### src/rtl/mux2_rr_arbiter_if.sv
// mux2_rr_arbiter_if
// Bundles the requester, output-channel and status signals of the two-port
// round-robin arbiter so they can be passed as one port.
//   slave  : arbiter side. It samples req0/req1, d0/d1 and out_ready, and
//            drives gnt0/gnt1, sel, out_valid, out_data and busy.
//   master : requester/consumer side, with the opposite directions.
// When MUX_ARB_CNT_EN is defined, the bundle also carries the cnt_clr input
// and the 16-bit per-port transfer counters cnt0/cnt1.
interface mux2_rr_arbiter_if #(
  parameter int WIDTH = 8
);
  logic             req0;
  logic             req1;
  logic [WIDTH-1:0] d0;
  logic [WIDTH-1:0] d1;
  logic             gnt0;
  logic             gnt1;
  logic             sel;
  logic             out_valid;
  logic [WIDTH-1:0] out_data;
  logic             out_ready;
  logic             busy;
`ifdef MUX_ARB_CNT_EN
  logic             cnt_clr;
  logic [15:0]      cnt0;
  logic [15:0]      cnt1;
`endif

`ifdef MUX_ARB_CNT_EN
  modport slave (
    input  req0, req1, d0, d1, out_ready, cnt_clr,
    output gnt0, gnt1, sel, out_valid, out_data, busy, cnt0, cnt1
  );
  modport master (
    output req0, req1, d0, d1, out_ready, cnt_clr,
    input  gnt0, gnt1, sel, out_valid, out_data, busy, cnt0, cnt1
  );
`else
  modport slave (
    input  req0, req1, d0, d1, out_ready,
    output gnt0, gnt1, sel, out_valid, out_data, busy
  );
  modport master (
    output req0, req1, d0, d1, out_ready,
    input  gnt0, gnt1, sel, out_valid, out_data, busy
  );
`endif
endinterface

### src/rtl/mux2_rr_arbiter.sv
// mux2_rr_arbiter
// Two-requester round-robin arbiter. It owns the select of a shared 2:1 data
// mux and forwards the granted port's data over a valid/ready channel.
// Each grant is limited to MAX_BURST accepted transfers before the channel is
// handed over, so neither port can starve the other.
// Ports:
//   clk   : system clock, rising edge
//   rst_n : asynchronous active-low reset
//   bus   : mux2_rr_arbiter_if.slave
//           req0/req1 and d0/d1       requests and data from the two ports
//           gnt0/gnt1/sel/busy        registered grant, mux select and busy
//           out_valid/out_data        output channel; out_data = sel ? d1 : d0
//           out_ready                 downstream accept
// Optional feature (macro MUX_ARB_CNT_EN):
//   Adds 16-bit saturating per-port transfer counters (bus.cnt0, bus.cnt1)
//   and a synchronous clear input (bus.cnt_clr). The clear wins over a
//   transfer in the same cycle. Arbitration is identical in both builds.
module mux2_rr_arbiter #(
  parameter int WIDTH     = 8,
  parameter int MAX_BURST = 4
) (
  input logic              clk,
  input logic              rst_n,
  mux2_rr_arbiter_if.slave bus
);

  typedef enum logic [1:0] {
    IDLE = 2'd0,
    OWN0 = 2'd1,
    OWN1 = 2'd2
  } state_t;

  // A release triggered by the burst limit fires on the transfer that
  // completes the burst, which is when the count still reads MAX_BURST-1.
  localparam logic [7:0] BURST_LAST = 8'(MAX_BURST - 1);

  state_t           state;
  state_t           next_state;
  logic             gnt0_q;
  logic             gnt1_q;
  logic             sel_q;
  logic             busy_q;
  logic             last_q;
  logic [7:0]       burst_cnt;
  logic             out_valid;
  logic             transfer;
  logic             burst_done;
  logic             release_own;
  logic [WIDTH-1:0] mux_out;

  // The owner presents valid only while it keeps requesting. A withdrawn
  // request therefore drops valid in the same cycle.
  assign out_valid  = (gnt0_q & bus.req0) | (gnt1_q & bus.req1);
  assign transfer   = out_valid & bus.out_ready;
  assign burst_done = transfer && (burst_cnt == BURST_LAST);
  assign mux_out    = sel_q ? bus.d1 : bus.d0;

  assign bus.gnt0      = gnt0_q;
  assign bus.gnt1      = gnt1_q;
  assign bus.sel       = sel_q;
  assign bus.busy      = busy_q;
  assign bus.out_valid = out_valid;
  assign bus.out_data  = mux_out;

  // Next-state decode. On release the other port takes over directly if it
  // is requesting. Otherwise the releasing port is re-granted when it still
  // requests, which happens after a burst-limit release.
  always_comb begin
    next_state  = state;
    release_own = 1'b0;
    case (state)
      IDLE: begin
        if (bus.req0 && (!bus.req1 || last_q)) begin
          next_state = OWN0;
        end else if (bus.req1) begin
          next_state = OWN1;
        end
      end
      OWN0: begin
        if (!bus.req0 || burst_done) begin
          release_own = 1'b1;
          if (bus.req1) begin
            next_state = OWN1;
          end else if (bus.req0) begin
            next_state = OWN0;
          end else begin
            next_state = IDLE;
          end
        end
      end
      OWN1: begin
        if (!bus.req1 || burst_done) begin
          release_own = 1'b1;
          if (bus.req0) begin
            next_state = OWN0;
          end else if (bus.req1) begin
            next_state = OWN1;
          end else begin
            next_state = IDLE;
          end
        end
      end
      default: next_state = IDLE;
    endcase
  end

  // Grant, select and busy are registered copies of the next state, so they
  // change on the same edge as the state itself. The burst count clears on
  // every state entry, including a re-grant of the same port.
  always_ff @(posedge clk or negedge rst_n) begin
    if (!rst_n) begin
      state     <= IDLE;
      gnt0_q    <= 1'b0;
      gnt1_q    <= 1'b0;
      sel_q     <= 1'b0;
      busy_q    <= 1'b0;
      last_q    <= 1'b1;
      burst_cnt <= 8'd0;
    end else begin
      state  <= next_state;
      gnt0_q <= (next_state == OWN0);
      gnt1_q <= (next_state == OWN1);
      sel_q  <= (next_state == OWN1);
      busy_q <= (next_state != IDLE);
      if (next_state == OWN0) begin
        last_q <= 1'b0;
      end else if (next_state == OWN1) begin
        last_q <= 1'b1;
      end
      if (release_own || (next_state != state)) begin
        burst_cnt <= 8'd0;
      end else if (transfer) begin
        burst_cnt <= burst_cnt + 8'd1;
      end
    end
  end

`ifdef MUX_ARB_CNT_EN
  logic [15:0] cnt0_q;
  logic [15:0] cnt1_q;

  assign bus.cnt0 = cnt0_q;
  assign bus.cnt1 = cnt1_q;

  // Per-port accepted-transfer counters. sel identifies the source of a
  // transfer, and both counters hold at all-ones instead of wrapping.
  always_ff @(posedge clk or negedge rst_n) begin
    if (!rst_n) begin
      cnt0_q <= 16'd0;
      cnt1_q <= 16'd0;
    end else if (bus.cnt_clr) begin
      cnt0_q <= 16'd0;
      cnt1_q <= 16'd0;
    end else begin
      if (transfer && !sel_q && (cnt0_q != 16'hFFFF)) begin
        cnt0_q <= cnt0_q + 16'd1;
      end
      if (transfer && sel_q && (cnt1_q != 16'hFFFF)) begin
        cnt1_q <= cnt1_q + 16'd1;
      end
    end
  end
`endif

endmodule
### src/flat_wrapper.sv
// flat-port wrapper written by rule: the top's interface ports become plain ports
module mux2_rr_arbiter_flat 
#(
  parameter int WIDTH     = 8,
  parameter int MAX_BURST = 4
)
  (clk, rst_n, bus_req0, bus_req1, bus_d0, bus_d1, bus_out_ready, bus_gnt0, bus_gnt1, bus_sel, bus_out_valid, bus_out_data, bus_busy);
  mux2_rr_arbiter_if #(.WIDTH(WIDTH)) bus_i ();
  input logic clk;
  input logic rst_n;
  input wire logic [$bits(bus_i.req0)-1:0] bus_req0;
  input wire logic [$bits(bus_i.req1)-1:0] bus_req1;
  input wire logic [$bits(bus_i.d0)-1:0] bus_d0;
  input wire logic [$bits(bus_i.d1)-1:0] bus_d1;
  input wire logic [$bits(bus_i.out_ready)-1:0] bus_out_ready;
  output wire logic [$bits(bus_i.gnt0)-1:0] bus_gnt0;
  output wire logic [$bits(bus_i.gnt1)-1:0] bus_gnt1;
  output wire logic [$bits(bus_i.sel)-1:0] bus_sel;
  output wire logic [$bits(bus_i.out_valid)-1:0] bus_out_valid;
  output wire logic [$bits(bus_i.out_data)-1:0] bus_out_data;
  output wire logic [$bits(bus_i.busy)-1:0] bus_busy;
  assign bus_i.req0 = bus_req0;
  assign bus_i.req1 = bus_req1;
  assign bus_i.d0 = bus_d0;
  assign bus_i.d1 = bus_d1;
  assign bus_i.out_ready = bus_out_ready;
  assign bus_gnt0 = bus_i.gnt0;
  assign bus_gnt1 = bus_i.gnt1;
  assign bus_sel = bus_i.sel;
  assign bus_out_valid = bus_i.out_valid;
  assign bus_out_data = bus_i.out_data;
  assign bus_busy = bus_i.busy;
  mux2_rr_arbiter #(.WIDTH(WIDTH), .MAX_BURST(MAX_BURST)) u_core (.clk(clk), .rst_n(rst_n), .bus(bus_i));
endmodule
### config.mk
export PLATFORM = sky130hd
export DESIGN_NAME = mux2_rr_arbiter_flat
export DESIGN_NICKNAME = d
export VERILOG_FILES = /design/src/rtl/mux2_rr_arbiter_if.sv /design/src/rtl/mux2_rr_arbiter.sv /design/src/flat_wrapper.sv
export SDC_FILE = /design/constraint.sdc
export NUM_CORES = 1
export LEC_CHECK = 0
export ABC_AREA = 1
export BUFFER_PORTS_ARGS = -buffer_cell sky130_fd_sc_hd__buf_2
export CORE_MARGIN = 2
export CORE_UTILIZATION = 46
export DETAILED_ROUTE_END_ITERATION = 6
export PLACE_DENSITY = 0.84
export SETUP_SLACK_MARGIN = 0.5
export SYNTH_ARGS = -nofsm -noshare
export SYNTH_HDL_FRONTEND = slang
export SYNTH_SLANG_ARGS = --single-unit
### constraint.sdc
create_clock -name clk -period 1.6 [get_ports clk]
set_clock_uncertainty 0.05 [all_clocks]
set_input_delay 0.32 -clock clk [delete_from_list [all_inputs] [get_ports clk]]
set_output_delay 0.32 -clock clk [all_outputs]
set_load 0.03 [all_outputs]
Word-level counts from Yosys, hierarchy flattened
Cells that the tools add are included.
- register bits after elaboration: 14
- input port bits: 21
- word-level logic and storage cells: 46
- add/sub/neg operators: 1
- equality and inequality tests: 6
- multiplexer cells: 17
- bitwise logic cells: 4
- reduce and logical (&&, ||, !) cells: 12
- operators by type and width (cell ; count):
    $mux 8 ; 3
    $mux 2 ; 7
    $add 8x1->8 const B ; 1
    $eq 8x2->1 const B ; 1
    $pmux 2 s3 ; 1
    $reduce_bool 2->1 ; 3
    $mux 1 ; 5
    $eq 2x1->1 const B ; 2
    $eq 2x2->1 const B ; 2
    $logic_or 1x1->1 ; 4
    $and 1x1->1 ; 3
    $logic_and 1x1->1 ; 2
    $logic_not 1->1 ; 2
    $logic_not 2->1 ; 1
    $ne 2x2->1 ; 1
    $pmux 1 s2 ; 1
    $or 1x1->1 ; 1

Logic depth before layout (Yosys ltp)
Gate-level depths: netlist of the first run.
- depth in word-level cells: 10
- depth in mapped cells: 14
- depth with buffers taken out: 13

Worst setup path after synthesis of the first run
Ideal clock, no wire load.
- path type: register to register
- start: register u_core.gnt1_q, in the netlist u_core.bus.gnt1
- end: register u_core.last_q
- arrival time: 1899 ps
- required time: 1477 ps
- slack: -422 ps
- cell stages (with the launch flop): 13
- path through: dfrtp_1 buf_6 nand2_2 nand2_2 nand2_4 inv_4 nand2_4 nand3_1 nand3_1 nand3_2 nand2_2 ha_1 a21oi_1
- word-level cells in the longest chain between the ends: 9
- elaborated cells on any way between the ends: 13
- ends and longest elaborated chain (what ; RTL line ; text):
    start, declared ; mux2_rr_arbiter.sv:40 ; logic gnt1_q;
    start signal, assigned ; mux2_rr_arbiter.sv:122 ; gnt1_q <= (next_state == OWN1);
    $and 1x1->1 * ; mux2_rr_arbiter.sv:53 ; assign out_valid = (gnt0_q & bus.req0) | (gnt1_q & bus.req1);
    $or 1x1->1 * ; mux2_rr_arbiter.sv:53 ;
    named net bus_out_valid ; flat_wrapper.sv:19 ; output wire logic [$bits(bus_i.out_valid)-1:0] bus_out_valid;
    $and 1x1->1 * ; mux2_rr_arbiter.sv:54 ; assign transfer = out_valid & bus.out_ready;
    $logic_and 1x1->1 * ; mux2_rr_arbiter.sv:55 ; assign burst_done = transfer && (burst_cnt == BURST_LAST);
    $logic_or 1x1->1, on equally long branches ; mux2_rr_arbiter.sv:92, mux2_rr_arbiter.sv:80 ;
    $mux 2, on equally long branches ; mux2_rr_arbiter.sv:92, mux2_rr_arbiter.sv:80 ;
    $pmux 2 s3 * ; mux2_rr_arbiter.sv:71 ; case (state)
    $eq 2x1->1 or $eq 2x2->1 (tied branches) ; mux2_rr_arbiter.sv:125, mux2_rr_arbiter.sv:127 ;
    $mux 1 or $reduce_bool 2->1 (tied branches) ; -- ;
    end signal, assigned ; mux2_rr_arbiter.sv:117 ; last_q <= 1'b1;
    end signal, assigned ; mux2_rr_arbiter.sv:126 ; last_q <= 1'b0;
    end signal, assigned ; mux2_rr_arbiter.sv:128 ; last_q <= 1'b1;
    end, declared ; mux2_rr_arbiter.sv:43 ; logic last_q;
The timed path passes the listed nets; every way through them passes the cells marked *.
A chain may end at the register's enable or synchronous reset.

Final worst setup path of the first run
- start: register u_core.burst_cnt[7]
- end: register u_core.last_q
- word-level cells in the longest chain between the ends: 7
- elaborated cells on any way between the ends: 11
- ends and longest elaborated chain (what ; RTL line ; text):
    start, declared ; mux2_rr_arbiter.sv:44 ; logic [7:0] burst_cnt;
    start signal, assigned ; mux2_rr_arbiter.sv:133 ; burst_cnt <= burst_cnt + 8'd1;
    $eq 8x2->1 * ; mux2_rr_arbiter.sv:55 ;
    $logic_and 1x1->1 * ; mux2_rr_arbiter.sv:55 ;
    $logic_or 1x1->1, on equally long branches ; mux2_rr_arbiter.sv:92, mux2_rr_arbiter.sv:80 ;
    $mux 2, on equally long branches ; mux2_rr_arbiter.sv:92, mux2_rr_arbiter.sv:80 ;
    $pmux 2 s3 * ; mux2_rr_arbiter.sv:71 ;
    named net u_core.next_state[0] ; mux2_rr_arbiter.sv:38 ; state_t next_state;
    $eq 2x1->1 or $eq 2x2->1 (tied branches) ; mux2_rr_arbiter.sv:125, mux2_rr_arbiter.sv:127 ;
    $mux 1 or $reduce_bool 2->1 (tied branches) ; -- ;
Marks and branches as above.

==> results.toml, run 1 <==
[die]
placementRows = 17
die_width_um = 53.4
chipHeight_um = 53.4
effective_utilization_at_floorplan = 0.497
die_area_um2 = 2850
placeableCoreArea_um2 = 2250
floorplan.io_pins = 34

[detailed_routing]
routed_wl_mm = 3.44
drt.antenna.violating_nets = 0
drt_pass1_iterations = 4
route.detailed.wl_per_inst_um = 15.1
route.vias.total = 1216
remaining_drc_errors = 0
first_iter_violations = 42
vias_per_cell = 5.36

[sta]
setup_viol = 22
layout_min_cycle_time_ps = 1800
setup_total_negative_slack_ps = -2810
final_max_slew_viol_count = 0
finalHoldViolCount = 0
portion_of_the_clock_cycle_consumed_by_the_worst_path_in_the_final_layout = 1.13
transition_time_of_the_tightest_slew_check_pin_ps = 317
max_freq_mhz = 554
grt_setup_unrepaired = "true"
timing.slew.headroom = 0.789
setup_ws_ps = -204

[setup_path]
crit_fanout = 6
slowest_stage = "sky130_fd_sc_hd__dfrtp_1"
cp_max_stage_delay_ps = 430
worst-endpoint-arrival_ps = 2000
cp_data_required_time_ps = 1790
crit_path_cell_trace = "nor2_4 -> nand2_4 -> nor2_8 -> nand2_4 -> nand2_2 -> nand2_2 -> nand3_2 -> nand3_4 -> nand2_4 -> inv_1 -> ha_2 -> a21oi_2"
endpoint_kind = "flop"
crit_type = "flop to flop"
critPathMostFrequentCell = "sky130_fd_sc_hd__nand2_4"
cp-start-kind = "flop"
worst_path_dominant_cell_family = "simple AND/OR/NAND/NOR gates"
cp_num_cells = 12
cp.buffers_inverters = 1
rr_worst_depth = 12

[yosys]
yosys.cell_types.count = 27
synth_area_um2 = 1120
synth_sequential_area_ratio = 0.314
yosys_warns = 0
postSynthRegisterBits = 14
avgSynthCellArea_um2 = 8.18
syn-instance-count = 137
syn_nets = 166

[clocking]
worst_skew_pair.late_latency_ps = 300
cts_sinks = 14
ctsHtreeMaxLevel = 1
cts_inserted_buffers = 3
cts_root_buf = "sky130_fd_sc_hd__clkbuf_4"
cts-root-to-sink-buffers = 2
clk_transition_reported_paths_ps = 90
tritoncts = "yes"

[final_layout]
antenna_cells_inserted = 0
post_route_cells_drive_above_1_share = 0.663
layout.area.seq_um2 = 354
num-nets-final = 229
fillCellCount = 109
total_area_of_multi_input_combinational_cells_um2 = 897
layout-area-overhead-vs-synth_pct = 66.5
postLayoutCoreUtil = 0.828

[global_routing]
pin_count_of_the_biggest_net_entering_global_routing = 15
overflow_after_grt = 0
gr-usage-all-layers = 0.262
antenna_found_initial = 0
vias_in_the_first_global_route = 1255
grt_first_pass_wirelength_mm = 5.24

[power_and_ir_drop]
power.clock.fraction = 0.102
switching_power_w = 0.00130
total_power_w = 0.00266
sw_frac_of_total = 0.486
vdd_drop_max_mv = 1.47
seq_power_share = 0.191
power.internal_w = 0.00137
share_comb_of_total_power = 0.707
total_leakage_power_nw = 0.939
power_per_cell_area_nw_per_um2 = 1430

[outcome]
run_status = "finished with violations"
violations = "negative setup slack"

[placement]
dp_hpwl_mm = 2.16
globalplace.congestion = 0.808
numPortBuffers = 33

[worst_hold_path]
worst_hold_path_type = "primary input to asynchronous set/reset pin"

[run]
cap_violations = 0
-- worst paths after layout --
kind                                     start             endpoint  slack (ps)
max reg2reg                u_core.burst_cnt[7]        u_core.last_q        -200
min in group clk                 u_core.last_q        u_core.last_q         480
max                        u_core.burst_cnt[7]        u_core.last_q        -200
min                                      rst_n  u_core.burst_cnt[3]         380
max in group asynchronous                rst_n        u_core.last_q         830
min reg2reg                      u_core.last_q        u_core.last_q         480
-- worst reg2reg max path, stage by stage (launching register included) --
cell	delay (ps)
sky130_fd_sc_hd__dfrtp_1	430
sky130_fd_sc_hd__nor2_4	140
sky130_fd_sc_hd__nand2_4	80
sky130_fd_sc_hd__nor2_8	140
sky130_fd_sc_hd__nand2_4	100
sky130_fd_sc_hd__nand2_2	90
sky130_fd_sc_hd__nand2_2	60
sky130_fd_sc_hd__nand3_2	80
sky130_fd_sc_hd__nand3_4	90
sky130_fd_sc_hd__nand2_4	100
sky130_fd_sc_hd__inv_1	70
sky130_fd_sc_hd__ha_2	190
sky130_fd_sc_hd__a21oi_2	120
-- synth_stat cells, drive strengths merged --
cell type,count,area (um2)
dfrtp,13,325
xor2,6,52.6
o211ai,1,7.51
nand2,50,225
a21oi,1,5.00
o21ai,3,15.0
or2,1,6.26
mux2i,1,10.0
clkinv,1,3.75
nand3,15,108
a22o,1,8.76
nor3,9,85.1
nand4,2,12.5
nor2,6,41.3
ha,8,100
inv,15,58.8
dfstp,1,26.3
buf,3,30.0
-- placed cells by master (no fill, tap or decap) --
cell	n
sky130_fd_sc_hd__a21oi_2	1
sky130_fd_sc_hd__a22o_1	1
sky130_fd_sc_hd__buf_2	20
sky130_fd_sc_hd__buf_4	22
sky130_fd_sc_hd__buf_6	18
sky130_fd_sc_hd__clkbuf_4	3
sky130_fd_sc_hd__clkbuf_8	1
sky130_fd_sc_hd__clkinvlp_4	1
sky130_fd_sc_hd__dfrtp_1	11
sky130_fd_sc_hd__dfrtp_2	2
sky130_fd_sc_hd__dfstp_2	1
sky130_fd_sc_hd__dlygate4sd3_1	1
sky130_fd_sc_hd__ha_1	4
sky130_fd_sc_hd__ha_2	2
sky130_fd_sc_hd__ha_4	2
sky130_fd_sc_hd__inv_1	11
sky130_fd_sc_hd__inv_2	3
sky130_fd_sc_hd__inv_4	1
sky130_fd_sc_hd__mux2i_1	1
sky130_fd_sc_hd__nand2_1	19
sky130_fd_sc_hd__nand2_2	13
sky130_fd_sc_hd__nand2_4	17
sky130_fd_sc_hd__nand2_8	1
sky130_fd_sc_hd__nand3_1	5
sky130_fd_sc_hd__nand3_2	8
sky130_fd_sc_hd__nand3_4	2
sky130_fd_sc_hd__nand4_1	2
sky130_fd_sc_hd__nor2_2	4
sky130_fd_sc_hd__nor2_4	1
sky130_fd_sc_hd__nor2_8	1
sky130_fd_sc_hd__nor3_1	1
sky130_fd_sc_hd__nor3_2	8
sky130_fd_sc_hd__o211ai_1	1
sky130_fd_sc_hd__o21ai_0	3
sky130_fd_sc_hd__or2_1	1
sky130_fd_sc_hd__xor2_1	6
-- cell type report --
type                       instances  share of cell area
clock buffer                       4              0.0194
tap                               28              0.0188
sequential                        14               0.190
multi-input combinational        104               0.481
inverter                          16              0.0355
timing repair buffer              61               0.256
-- timing repair --
item	4_1_cts	5_1_grt
setup endpoints to repair	27	27
cloned	1	0
setup buffers	5	3
resized for setup	53	15
pin swaps	17	18
hold buffers	1	0
endpoints found under the hold margin	13	0
-- power groups by stage --
| stage | sequential (W) | combinational, W | clock (W) |
|---|---|---|---|
| after floorplan | 0.000561 | 0.00101 | 0 |
| after global placement | 0.000491 | 0.00144 | 0 |
| after detailed placement | 0.000494 | 0.00149 | 0 |
| after CTS | 0.000501 | 0.00176 | 0.000276 |
| after global routing | 0.000517 | 0.00201 | 0.000282 |
| final | 0.000508 | 0.00188 | 0.000271 |
-- kinds of logic (layout without fill, tap and decap cells) --
kind of cell,count (synthesis),count (layout),share of synthesized area
simple gates,83,83,0.426
buf+inv,19,81,0.0826
flops,14,14,0.314
fa+ha+maj,8,8,0.0893
compound gates,6,6,0.0324
xor+xnor,6,6,0.0469
mux,1,1,0.00893
-- metal layers --
| layer | wire [um] | vias up | global-route usage |
|---|---|---|---|
| met5 | 0 | - | 0 |
| met4 | 132 | 0 | 0.175 |
| met3 | 252 | 23 | 0.0480 |
| met2 | 1880 | 70 | 0.521 |
| met1 | 1170 | 558 | 0.230 |
| li1 | - | 565 | - |
-- per-stage QoR --
stage | worst slack (ps) | instance area, um2 | hold WS (ps) | instances
after global routing | -297 | 1870 | 425 | 227
after CTS | -160 | 1800 | 391 | 224
after floorplan | -262 | 1230 | -25.6 | 137
after global placement | -205 | 1530 | 170 | 213
after detailed placement | -274 | 1530 | 179 | 213
final | -204 | 1870 | 383 | 227
-- state kept, by name, indices dropped and copies added (netlist names) --
name,flops
u_core.bus.gnt1,1
u_core.bus.busy,1
u_core.bus.gnt0,1
u_core.last_q,1
u_core.burst_cnt,8
u_core.state,2
Power figures use the tool's default switching activity.
==> run 2, diff against run 1 <==
--- a/config.mk
+++ b/config.mk
@@ -6,7 +6,7 @@
 export NUM_CORES = 1
 export LEC_CHECK = 0
 export ABC_AREA = 1
-export BUFFER_PORTS_ARGS = -buffer_cell sky130_fd_sc_hd__buf_2
+export BUFFER_PORTS_ARGS = -buffer_cell sky130_fd_sc_hd__buf_4
 export CORE_MARGIN = 2
 export CORE_UTILIZATION = 46
 export DETAILED_ROUTE_END_ITERATION = 6
==> run 2 against run 1 <==
Net effect: the flow still finishes with violations (negative setup slack); register-to-register slack worse by 30 ps; fmax is 1.4% lower; clock power hardly changed; sequential power is 1% lower; first-iteration DRC count is 38% lower; via count is 0.16% higher; global-route usage is 0.059 points lower; total power is 1.6% higher; non-clock buffer count is 2 higher; largest power group unchanged.
==> results.toml, run 2 (synthesis gave the netlist of run 1 again) <==
[outcome]
run_status = "finished with violations"
violations = "negative setup slack"

[setup_path]
cp-startpoint = "u_core.burst_cnt[3]"
r2r-start = "u_core.burst_cnt[3]"
setup.reg_to_reg.worst_slack_ps = -230
rr_endpoint = "u_core.burst_cnt[4]"
rr_worst_depth = 11
crit_path_cell_trace = "nor2_2 -> nand2_2 -> nor2_8 -> nand2_4 -> nand3_1 -> nand3_1 -> nand3_2 -> nand2_4 -> nand2_2 -> nand3_4 -> nor3_2"
slowest_stage = "sky130_fd_sc_hd__dfrtp_1"
cp_num_cells = 11
cp_data_required_time_ps = 1760
cp-start-kind = "flop"
worst-endpoint-arrival_ps = 1990
crit_type = "flop to flop"
crit_fanout = 8
cp.buffers_inverters = 0
endpoint_kind = "flop"
endpoint = "u_core.burst_cnt[4]"
cp_max_stage_delay_ps = 400
worst_path_dominant_cell_family = "simple AND/OR/NAND/NOR gates"

[detailed_routing]
remaining_drc_errors = 0
vias_per_cell = 5.32
drt.antenna.violating_nets = 0
route.vias.total = 1218
drt_pass1_iterations = 4
first_iter_violations = 26
routed_wl_mm = 3.43
route.detailed.wl_per_inst_um = 15.0

[global_routing]
vias_in_the_first_global_route = 1222
overflow_after_grt = 0
gr-usage-all-layers = 0.262
antenna_found_initial = 0
grt_first_pass_wirelength_mm = 5.28
pin_count_of_the_biggest_net_entering_global_routing = 15

[clocking]
cts_root_buf = "sky130_fd_sc_hd__clkbuf_4"
cts_sinks = 14
cts-root-to-sink-buffers = 2
worst_skew_pair.late_latency_ps = 300
ctsHtreeMaxLevel = 1
cts_inserted_buffers = 3
clk_transition_reported_paths_ps = 100
tritoncts = "yes"

[final_layout]
layout_common_cells = "sky130_fd_sc_hd__buf_4 (43), sky130_fd_sc_hd__buf_6 (19), sky130_fd_sc_hd__nand2_2 (17), sky130_fd_sc_hd__nand2_1 (16), sky130_fd_sc_hd__nand2_4 (16)"
post_route_cells_drive_above_1_share = 0.652
largest_reg_flops = 8
final_common_cell = "sky130_fd_sc_hd__buf_4"
antenna_cells_inserted = 0
fillCellCount = 127
postLayoutCoreUtil = 0.845
top_register = "u_core.burst_cnt"
reg_top3 = "u_core.burst_cnt x8, u_core.state x2"
layout-area-overhead-vs-synth_pct = 69.9
fin_area_um2 = 1900
num-nets-final = 231

[placement]
setup_slack_at_placement_ps = -319
globalplace.congestion = 0.798
dp_hpwl_mm = 2.32
numPortBuffers = 33
placed_cell_area_um2 = 1650

[sta]
grt_setup_unrepaired = "true"
final_max_slew_viol_count = 0
timing.slew.headroom = 0.781
finalHoldViolCount = 0
portion_of_the_clock_cycle_consumed_by_the_worst_path_in_the_final_layout = 1.14
setup_ws_ps = -229
layout_min_cycle_time_ps = 1830
setup_total_negative_slack_ps = -3100
setup_viol = 22
max_freq_mhz = 547
transition_time_of_the_tightest_slew_check_pin_ps = 326

[die]
floorplan.io_pins = 34
die_width_um = 53.4
placeableCoreArea_um2 = 2250
effective_utilization_at_floorplan = 0.497
chipHeight_um = 53.4
placementRows = 17
die_area_um2 = 2850

[power_and_ir_drop]
total_leakage_power_nw = 0.958
power.internal_w = 0.00141
total_power_w = 0.00271
power.clock.fraction = 0.100
sw_frac_of_total = 0.478
vdd_drop_max_mv = 1.19
seq_power_share = 0.186
power_per_cell_area_nw_per_um2 = 1420
share_comb_of_total_power = 0.714
switching_power_w = 0.00129

[worst_hold_path]
worst_hold_path_type = "primary input to asynchronous set/reset pin"

[run]
cap_violations = 0
==> run 2: changes by cell type in the layout (fill, tap and decap cells not counted), moves of 3 or more <==
cell                      delta
sky130_fd_sc_hd__buf_2      -20
sky130_fd_sc_hd__nand2_2     +4
sky130_fd_sc_hd__buf_4      +21
sky130_fd_sc_hd__nand2_1     -3
sky130_fd_sc_hd__nand3_2     -3
sky130_fd_sc_hd__nand3_1     +4
==> run 2: power by group through the flow <==
stage / Clock, W / Sequential (W) / Combinational, W
2_1_floorplan: 0 / 0.000561 / 0.00101
3_3_place_gp: 0 / 0.000493 / 0.00156
3_5_place_dp: 0 / 0.000496 / 0.00162
4_1_cts: 0.000274 / 0.000500 / 0.00188
5_1_grt: 0.000289 / 0.000510 / 0.00207
6_report: 0.000271 / 0.000502 / 0.00193
==> run 2: worst min-delay path by stage <==
stage | startpoint | to | cells after the start
after floorplan | rst_n | u_core.burst_cnt[0] | 0
after global placement | rst_n | u_core.burst_cnt[3] | 1
after detailed placement | rst_n | u_core.burst_cnt[3] | 1
after CTS | rst_n | u_core.burst_cnt[0] | 2
after global routing | rst_n | u_core.burst_cnt[0] | 2
final | rst_n | u_core.burst_cnt[0] | 2
==> run 2: layer usage <==
metal	share of wire	wire (um)	up-vias	GRT usage
met1	0.35	1190	577	0.253
met5	0	0	-	0
met2	0.55	1880	71	0.510
met4	0.015	51	0	0.107
met3	0.090	309	8	0.0678
li1	-	-	562	-
==> run 2: stage by stage <==
stage,cells,hold slack (ps)
6_report,229,346
5_1_grt,229,370
4_1_cts,228,349
3_5_place_dp,218,126
3_3_place_gp,218,125
2_1_floorplan,137,-25.6
==> run 2: layout make-up <==
class | count | area (um2) | area share
repair buffers | 63 | 547 | 0.287
multi-input cells | 104 | 866 | 0.455
inverters | 16 | 66.3 | 0.0348
flip-flops and latches | 14 | 354 | 0.186
well taps | 28 | 35.0 | 0.0184
clock buffers | 4 | 36.3 | 0.0191
==> run 2: what timing repair did <==
item / CTS / global route
resized for setup: 48 / 2
hold buffers: 1 / 0
pin swaps: 19 / 10
setup buffers: 5 / 1
hold endpoints to repair: 13 / 0
setup endpoints to repair: 27 / 27
==> run 3, diff against run 2 <==
--- a/config.mk
+++ b/config.mk
@@ -7,6 +7,7 @@
 export LEC_CHECK = 0
 export ABC_AREA = 1
 export BUFFER_PORTS_ARGS = -buffer_cell sky130_fd_sc_hd__buf_4
+export CORE_ASPECT_RATIO = 1.1
 export CORE_MARGIN = 2
 export CORE_UTILIZATION = 46
 export DETAILED_ROUTE_END_ITERATION = 6
==> run 3 against run 2 <==
Net effect: the flow still finishes with violations (negative setup slack); first-iteration DRC count decreased by 15%; non-clock buffer count decreased by 4; via count decreased by 6.5%; worst hold slack improved by 12 ps; largest cell class unchanged; combinational power about the same; global-route usage decreased by 0.96 points; total power increased by 0.69%; count of clock-buffer cells in the layout unchanged; design area increased by 0.33%; die area about the same.
==> results.toml, run 3 (synthesis gave the netlist of run 1 again) <==
[outcome]
run_status = "finished with violations"
violations = "negative setup slack"

[final_layout]
post_route_cells_drive_above_1_share = 0.640
fillCellCount = 115
top_register = "u_core.burst_cnt"
final_common_cell = "sky130_fd_sc_hd__buf_4"
postLayoutCoreUtil = 0.840
antenna_cells_inserted = 0
layout_common_cells = "sky130_fd_sc_hd__buf_4 (40), sky130_fd_sc_hd__nand2_1 (21), sky130_fd_sc_hd__nand2_4 (17), sky130_fd_sc_hd__buf_6 (17), sky130_fd_sc_hd__dfrtp_1 (11)"
num-nets-final = 227
reg_top3 = "u_core.burst_cnt x8, u_core.state x2"
largest_reg_flops = 8
layout-area-overhead-vs-synth_pct = 70.4

[detailed_routing]
remaining_drc_errors = 0
first_iter_violations = 22
vias_per_cell = 5.02
drt_pass1_iterations = 4
routed_wl_mm = 3.26
route.detailed.wl_per_inst_um = 14.3
drt.antenna.violating_nets = 0
route.vias.total = 1139

[setup_path]
crit_path_cell_trace = "nor2_2 -> nand2_2 -> nor2_8 -> buf_6 -> nand4_1 -> nand2_1 -> nand2_1 -> nand3_2 -> nand2_4 -> ha_4 -> nor2_2 -> a21oi_2"
slowest_stage = "sky130_fd_sc_hd__dfrtp_1"
worst-endpoint-arrival_ps = 2090
endpoint_kind = "flop"
cp_max_stage_delay_ps = 400
crit_type = "flop to flop"
cp_data_required_time_ps = 1780
crit_fanout = 4
cp-start-kind = "flop"

[sta]
transition_time_of_the_tightest_slew_check_pin_ps = 299
setup_ws_ps = -308
setup_viol = 21
finalHoldViolCount = 0
max_freq_mhz = 524
timing.slew.headroom = 0.798
hold_ws_ps = 357
layout_min_cycle_time_ps = 1910
final_max_slew_viol_count = 0
portion_of_the_clock_cycle_consumed_by_the_worst_path_in_the_final_layout = 1.19
grt_setup_unrepaired = "true"

[placement]
setup_slack_at_placement_ps = -292
globalplace.congestion = 0.889
dp_hpwl_mm = 2.35
numPortBuffers = 33

[die]
chipHeight_um = 55.8
floorplan.io_pins = 34
placementRows = 18
die_width_um = 51.1
effective_utilization_at_floorplan = 0.493
die_area_um2 = 2850
placeableCoreArea_um2 = 2270

[run]
cap_violations = 0

[global_routing]
pin_count_of_the_biggest_net_entering_global_routing = 15
gr-usage-all-layers = 0.252
vias_in_the_first_global_route = 1220
overflow_after_grt = 0
grt_first_pass_wirelength_mm = 5.37
antenna_found_initial = 0

[clocking]
ctsHtreeMaxLevel = 1
cts_root_buf = "sky130_fd_sc_hd__clkbuf_4"
tritoncts = "yes"
cts-root-to-sink-buffers = 2
cts_sinks = 14
clk_transition_reported_paths_ps = 90
worst_skew_pair.late_latency_ps = 290
cts_inserted_buffers = 3

[worst_hold_path]
worst_hold_path_type = "primary input to asynchronous set/reset pin"

[power_and_ir_drop]
vdd_drop_max_mv = 1.59
total_leakage_power_nw = 0.943
power_per_cell_area_nw_per_um2 = 1430
-- run 3: cell types whose count changed in the layout (fill, tap and decap cells not counted), sizes merged --
cell  before  now
buf       62   58
-- run 3: what timing repair did --
item                                    4_1_cts  5_1_grt
hold buffers                                  1        0
hold endpoints to repair                     13        0
pin swaps                                    16        9
gates resized for setup                      45        8
buffers inserted                              3        0
endpoints found under the setup margin       27       27
-- run 3: layer usage --
metal | vias to the layer above | wire length [um] | GRT usage
li1 | 556 | - | -
met1 | 523 | 1170 | 0.247
met2 | 52 | 1750 | 0.479
met3 | 8 | 254 | 0.0618
met4 | 0 | 80 | 0.112
met5 | - | 0 | 0
-- run 3: power breakdown --
group          leakage (nW)  total (W)  internal (W)  switching, W
Sequential            0.182   0.000507      0.000441     0.0000658
Clock                0.0210   0.000263      0.000139      0.000124
Combinational         0.739    0.00195      0.000832       0.00112
Total                 0.943    0.00272       0.00141       0.00131
-- run 3: through the flow --
| stage | std cells | total power, W | area (um2) | setup TNS, ps |
|---|---|---|---|---|
| after global routing | 227 | 0.00290 | 1910 | -6120 |
| after global placement | 219 | 0.00205 | 1650 | -1610 |
| after CTS | 227 | 0.00265 | 1870 | -2670 |
| after detailed placement | 219 | 0.00211 | 1650 | -3010 |
| final | 227 | 0.00272 | 1910 | -4300 |
| after floorplan | 137 | 0.00157 | 1230 | -2190 |
-- run 3: worst max-delay path: cells and delay by family, from the launching register on --
family          cells  cell delay (ps)
simple gates        9              900
flops               1              400
buf+inv             1              100
fa+ha+maj           1              290
compound gates      1               90
-- run 3: final timing paths --
| check | start | to | slack, ps | cells past startpoint |
|---|---|---|---|---|
| worst max register to register | u_core.burst_cnt[5] | u_core.last_q | -310 | 12 |
| max in group asynchronous | rst_n | u_core.last_q | 910 | 2 |
| worst max-delay path | u_core.burst_cnt[5] | u_core.last_q | -310 | 12 |
| worst min-delay path | rst_n | u_core.state[0] | 360 | 2 |
| min in group clk | u_core.last_q | u_core.last_q | 490 | 2 |
| worst min register to register | u_core.last_q | u_core.last_q | 490 | 2 |
-- run 3: final cells by class --
cell class	count	area (um2)	share of cell area
repair buffers	59	517	0.270
clock buffers	4	36.3	0.0190
multi-input cells	104	900	0.471
well taps	30	37.5	0.0196
inverters	16	66.3	0.0347
flip-flops and latches	14	354	0.185
